### src/rtl/rf_pkg.sv
// Shared defaults and address-width derivation for the scoreboarded register file.
package rf_pkg;

    localparam int XLEN_DEF = 32;
    localparam int NREG_DEF = 32;
    localparam int NRP_DEF  = 2;

    // Smallest w with 2**w >= nreg.
    function automatic int addr_width(input int nreg);
        int w;
        w = 0;
        while ((32'sd1 <<< w) < nreg) begin
            w = w + 32'sd1;
        end
        return w;
    endfunction

endpackage

### src/rtl/rf_scoreboard.sv
// Busy-bit scoreboard: tracks outstanding writes, generates the WAW issue stall
// and keeps a registered count of busy registers.
module rf_scoreboard
    import rf_pkg::*;
#(
    parameter  int NREG = NREG_DEF,
    localparam int AW   = addr_width(NREG)
) (
    input  logic            clk,
    input  logic            reset,
    input  logic            iss_valid,
    input  logic [AW-1:0]   iss_rd,
    input  logic            wb_valid,
    input  logic [AW-1:0]   wb_rd,
    output logic [NREG-1:0] busy,
    output logic            iss_ready,
    output logic [AW:0]     busy_cnt
);

    logic [NREG-1:0] busy_r;
    logic [NREG-1:0] busy_next_s;
    logic [AW:0]     cnt_r;
    logic            wb_hit_iss_s;
    logic            iss_ready_s;
    logic            fire_s;
    logic            clr_s;
    logic            inc_s;
    logic            dec_s;

    // Ready, fire and next busy vector; a same-cycle reservation overrides the clear.
    always_comb begin
        wb_hit_iss_s = wb_valid && (wb_rd == iss_rd);
        iss_ready_s  = !((iss_rd != {AW{1'b0}}) && busy_r[iss_rd] && !wb_hit_iss_s);
        fire_s       = iss_valid && iss_ready_s && (iss_rd != {AW{1'b0}});
        clr_s        = wb_valid && (wb_rd != {AW{1'b0}});
        inc_s        = fire_s && !busy_r[iss_rd];
        dec_s        = clr_s && busy_r[wb_rd] && !(fire_s && wb_hit_iss_s);
        busy_next_s  = busy_r;
        if (clr_s) begin
            busy_next_s[wb_rd] = 1'b0;
        end else begin
            busy_next_s = busy_r;
        end
        if (fire_s) begin
            busy_next_s[iss_rd] = 1'b1;
        end else begin
            busy_next_s = busy_next_s;
        end
    end

    // Busy vector and counter state.
    always_ff @(posedge clk) begin
        if (reset) begin
            busy_r <= {NREG{1'b0}};
            cnt_r  <= {(AW+1){1'b0}};
        end else begin
            busy_r <= busy_next_s;
            cnt_r  <= cnt_r + {{AW{1'b0}}, inc_s} - {{AW{1'b0}}, dec_s};
        end
    end

    assign busy      = busy_r;
    assign iss_ready = iss_ready_s;
    assign busy_cnt  = cnt_r;

endmodule

### src/rtl/regfile_sb.sv
// Multi-port register file with asynchronous reads, optional writeback
// forwarding and a busy-bit scoreboard for in-flight destinations.
module regfile_sb
    import rf_pkg::*;
#(
    parameter  int XLEN   = XLEN_DEF,
    parameter  int NREG   = NREG_DEF,
    parameter  int NRP    = NRP_DEF,
    parameter  int BYPASS = 1,
    localparam int AW     = addr_width(NREG)
) (
    input  logic              clk,
    input  logic              reset,
    input  logic [NRP*AW-1:0] rd_addr,
    output logic [NRP*XLEN-1:0] rd_data,
    output logic [NRP-1:0]    rd_busy,
    input  logic              iss_valid,
    input  logic [AW-1:0]     iss_rd,
    output logic              iss_ready,
    input  logic              wb_valid,
    input  logic [AW-1:0]     wb_rd,
    input  logic [XLEN-1:0]   wb_data,
    output logic [AW:0]       busy_cnt
);

    logic [XLEN-1:0] regs_r [NREG];
    logic [NREG-1:0] busy_s;
    logic            wr_en_s;

    assign wr_en_s = wb_valid && (wb_rd != {AW{1'b0}});

    rf_scoreboard #(
        .NREG (NREG)
    ) u_sb (
        .clk       (clk),
        .reset     (reset),
        .iss_valid (iss_valid),
        .iss_rd    (iss_rd),
        .wb_valid  (wb_valid),
        .wb_rd     (wb_rd),
        .busy      (busy_s),
        .iss_ready (iss_ready),
        .busy_cnt  (busy_cnt)
    );

    // Register storage; entry 0 is never written and stays at its reset value.
    always_ff @(posedge clk) begin
        if (reset) begin
            for (int i = 0; i < NREG; i++) begin
                regs_r[i] <= {XLEN{1'b0}};
            end
        end else if (wr_en_s) begin
            regs_r[wb_rd] <= wb_data;
        end
    end

    for (genvar p = 0; p < NRP; p++) begin : g_port
        logic [AW-1:0]   addr_s;
        logic            hit_s;
        logic [XLEN-1:0] data_s;
        logic            bsy_s;

        assign addr_s = rd_addr[p*AW +: AW];
        assign hit_s  = (BYPASS != 32'sd0) && wb_valid && (wb_rd == addr_s);

        // Per-port read mux: r0 is hardwired, forwarding beats stored state.
        always_comb begin
            if (addr_s == {AW{1'b0}}) begin
                data_s = {XLEN{1'b0}};
                bsy_s  = 1'b0;
            end else if (hit_s) begin
                data_s = wb_data;
                bsy_s  = 1'b0;
            end else begin
                data_s = regs_r[addr_s];
                bsy_s  = busy_s[addr_s];
            end
        end

        assign rd_data[p*XLEN +: XLEN] = data_s;
        assign rd_busy[p]              = bsy_s;
    end

endmodule

### config.mk
export PLATFORM = sky130hd
export DESIGN_NAME = regfile_sb
export DESIGN_NICKNAME = d
export VERILOG_FILES = /design/src/rtl/rf_pkg.sv /design/src/rtl/rf_scoreboard.sv /design/src/rtl/regfile_sb.sv
export SDC_FILE = /design/constraint.sdc
export NUM_CORES = 2
export LEC_CHECK = 0
export ABC_CLOCK_PERIOD_IN_PS = 7700
export CORE_ASPECT_RATIO = 1.75
export CORE_MARGIN = 4
export CORE_UTILIZATION = 30
export DETAILED_ROUTE_END_ITERATION = 8
export MAX_ROUTING_LAYER = met4
export SETUP_SLACK_MARGIN = 0.3
export SLEW_MARGIN = 10
export SYNTH_ARGS = -nofsm -noshare
export SYNTH_HDL_FRONTEND = slang
export SYNTH_SLANG_ARGS = --single-unit
### constraint.sdc
create_clock -name clk -period 7.7 [get_ports clk]
set_input_delay 1.54 -clock clk [delete_from_list [all_inputs] [get_ports clk]]
set_output_delay 1.54 -clock clk [all_outputs]
set_load 0.01 [all_outputs]
==> results.ini <==
[synth]
synth_common_cells = edfxtp_1, and2_1, mux4_2
synth_top_cell_by_area = edfxtp_1
synthTopCellsByArea = edfxtp_1, mux4_2, and2_1, mux2i_1, clkbuf_1
synthDistinctLibCells = 82
yosysTopAreaCellShare_pct = 52.6
yosysMostFrequentCell = edfxtp_1
async_flop_share_pct = 0
synthCells = 4216
synth_warnings = 0
synth-main-ff-cell = edfxtp_1
yosysSeqAreaShare_pct = 53.9
synth_seq_cells = 1062
netlist_area_um2 = 58400
avgSynthCellArea_um2 = 13.9
synth_edf_count = 1024

[sta]
worst_pin_slew_ps = 1260
slew_headroom_pct = 16.0
rsz0062_at_grt = false
setup_ws_ps = 552
period_share_pct = 92.8
worst_hold_slack_ps = 528
drv_slew = 0
tns_ps = 0
layout_min_cycle_time_ps = 7150
skew_ps = 25.1
fmax_ghz = 0.140
report.final.hold_viol_count = 0
setup_viol = 0

[critical_path]
path_max_fanout = 52
reg2reg_to = u_sb.busy_cnt[5]
arrival_ps = 5610
cpPeakStageDelay_ps = 1050
cp-end-kind = output port
crit_chain = buf_8 > nor2b_4 > a221oi_1 > o21ai_0 > a21oi_1 > a221o_1 > clkdlybuf4s50_1
crit_type = input port to output port
crit_slowest_cell = nor2b_4
critPathLaunchType = input port
worstReg2RegStart = u_sb.busy[2]
critPathRequiredTime_ps = 6160
reg2reg_slack_ps = 4330
cp-endpoint = rd_data[12]
reg2reg_depth = 12
startpoint = rd_addr[1]

[global_route]
antenna_found_initial = 33
grt_usage_pct = 23.4
grt_max_degree = 77
grt_pass1_vias = 41200
grt_pass1_wl_um = 324000
gr-total-overflow = 0

[cts]
clkSlewWorstSetupHoldPaths_ps = 60
ctsHoldBuffers = 0
numCtsBuffers = 97
ctsHtreeMaxLevel = 3
post_cts_resized = 0
clockBufferDepth = 3
clk_latency_ps = 720
cts_tree = done
clock-sinks = 1062
postCtsSetupRepairBufs = 0
cts_root_buffer = clkbuf_16

[power_and_ir_drop]
total_power_mw = 14.1
vdd_drop_max_mv = 0.164
clock_power_share_pct = 36.7
p_switching_mw = 3.76
power_leakage_nw = 22.4
power.density_nw_per_um2 = 212
internal-power_mw = 10.3
switching_share_pct = 26.7
p_comb_share_pct = 14.8
p_seq_share_pct = 48.6

[cells_and_area]
n_fill_cell = 18600
finish.utilization_pct = 34.2
instances_no_fill = 6915
stdcell_area_um2 = 66300
nets = 4277
area_growth_pct = 13.4
drive_gt1_share_pct = 21.6

[placed_design]
placed_area_um2 = 63000
pre_cts_ws_ps = 696
io_buffers = 128
placed_cells = 6707
dp_hpwl_um = 145000
gp_congestion = 0.937

[flow_run]
cap_violations = 0

[die]
die_x_um = 342
die_area_um2 = 202000
rows = 214
core_um2 = 194000
initial_core_util_pct = 30.1
pin_count = 129
die_h_um = 592

[detailed_routing]
ant_nets = 0
drt-total-wl_um = 236000
vias_per_cell = 5.95
dr.pass1.iters = 6
dr_total_vias = 41200
drc_errors = 0
wl_per_cell_um = 34.1
drtIter0Drc = 5611

[min_path]
hold_class = flip-flop to flip-flop
hp-start = u_sb.busy[31]

[outcome]
status = completed

-- how the worst min path moves through the flow --
stage               slack (ps)  cells past startpoint             to
finish                     530                      2  u_sb.busy[31]
global placement           500                      2  u_sb.busy[29]
CTS                        530                      2  u_sb.busy[29]
detailed placement         520                      2   u_sb.busy[1]
global route               550                      2   u_sb.busy[1]
floorplan                  480                      2  u_sb.busy[30]
-- area by class of cell --
cell class	instances	area [µm²]	area share, %
inverter	50	189	0.285
timing repair buffer	303	2800	4.22
clock inverter	64	722	1.09
antenna	31	77.6	0.117
multi-input combinational	2700	25300	38.1
tap	2592	3240	4.89
clock buffer	113	2510	3.78
sequential	1062	31500	47.5
-- critical path: cells and delay by family --
kind            cells  cell delay (ps)
buf+inv             2              980
simple gates        1             1050
compound gates      4             1970
-- cell usage in the layout, fill, tap and decap left out, drive strengths merged, types with 35 or more instances in the layout --
cell and count:
nand2 133, dfxtp 38, nor2 125, a22oi 50, edfxtp 1024, o22ai 110
a221oi 49, clkbuf 113, clkdlybuf4s50 116, inv 56, mux2 59, o21ai 73
mux4 430, and2 998, a21oi 35, mux2i 191, clkinv 37, nand3 71
buf 187
-- routing by layer --
| metal | GRT usage, % | part of all wire [%] |
|---|---|---|
| met1 | 26.5 | 34 |
| met2 | 37.9 | 48 |
| met3 | 4.77 | 10 |
| met4 | 15.1 | 7.5 |
| met5 | - | 0 |
-- flip-flops by register name, indices dropped and copies added (netlist names) --
register	flops
regs_r	1024
u_sb.busy	32
u_sb.busy_cnt	6
-- power by group through the flow --
stage	Combinational (mW)	Sequential, mW	Clock, mW
finish	2.08	6.82	5.15
global route	2.15	6.85	5.38
CTS	2.06	6.82	5.17
detailed placement	2.05	6.94	0
global placement	2.05	6.91	0
floorplan	1.18	6.88	0
-- cell families after synthesis --
group | count (synthesis) | synth area share, %
flip-flops | 1062 | 53.9
XOR/XNOR | 19 | 0.285
other | 1 | 0.00642
AO/OA/AOI/OAI | 509 | 6.48
adder cells (fa/ha/maj) | 7 | 0.163
AND/OR/NAND/NOR | 1453 | 14.4
multiplexers | 680 | 21.0
buffers and inverters | 485 | 3.80
Note: power is estimated with default switching activity, not from simulation.
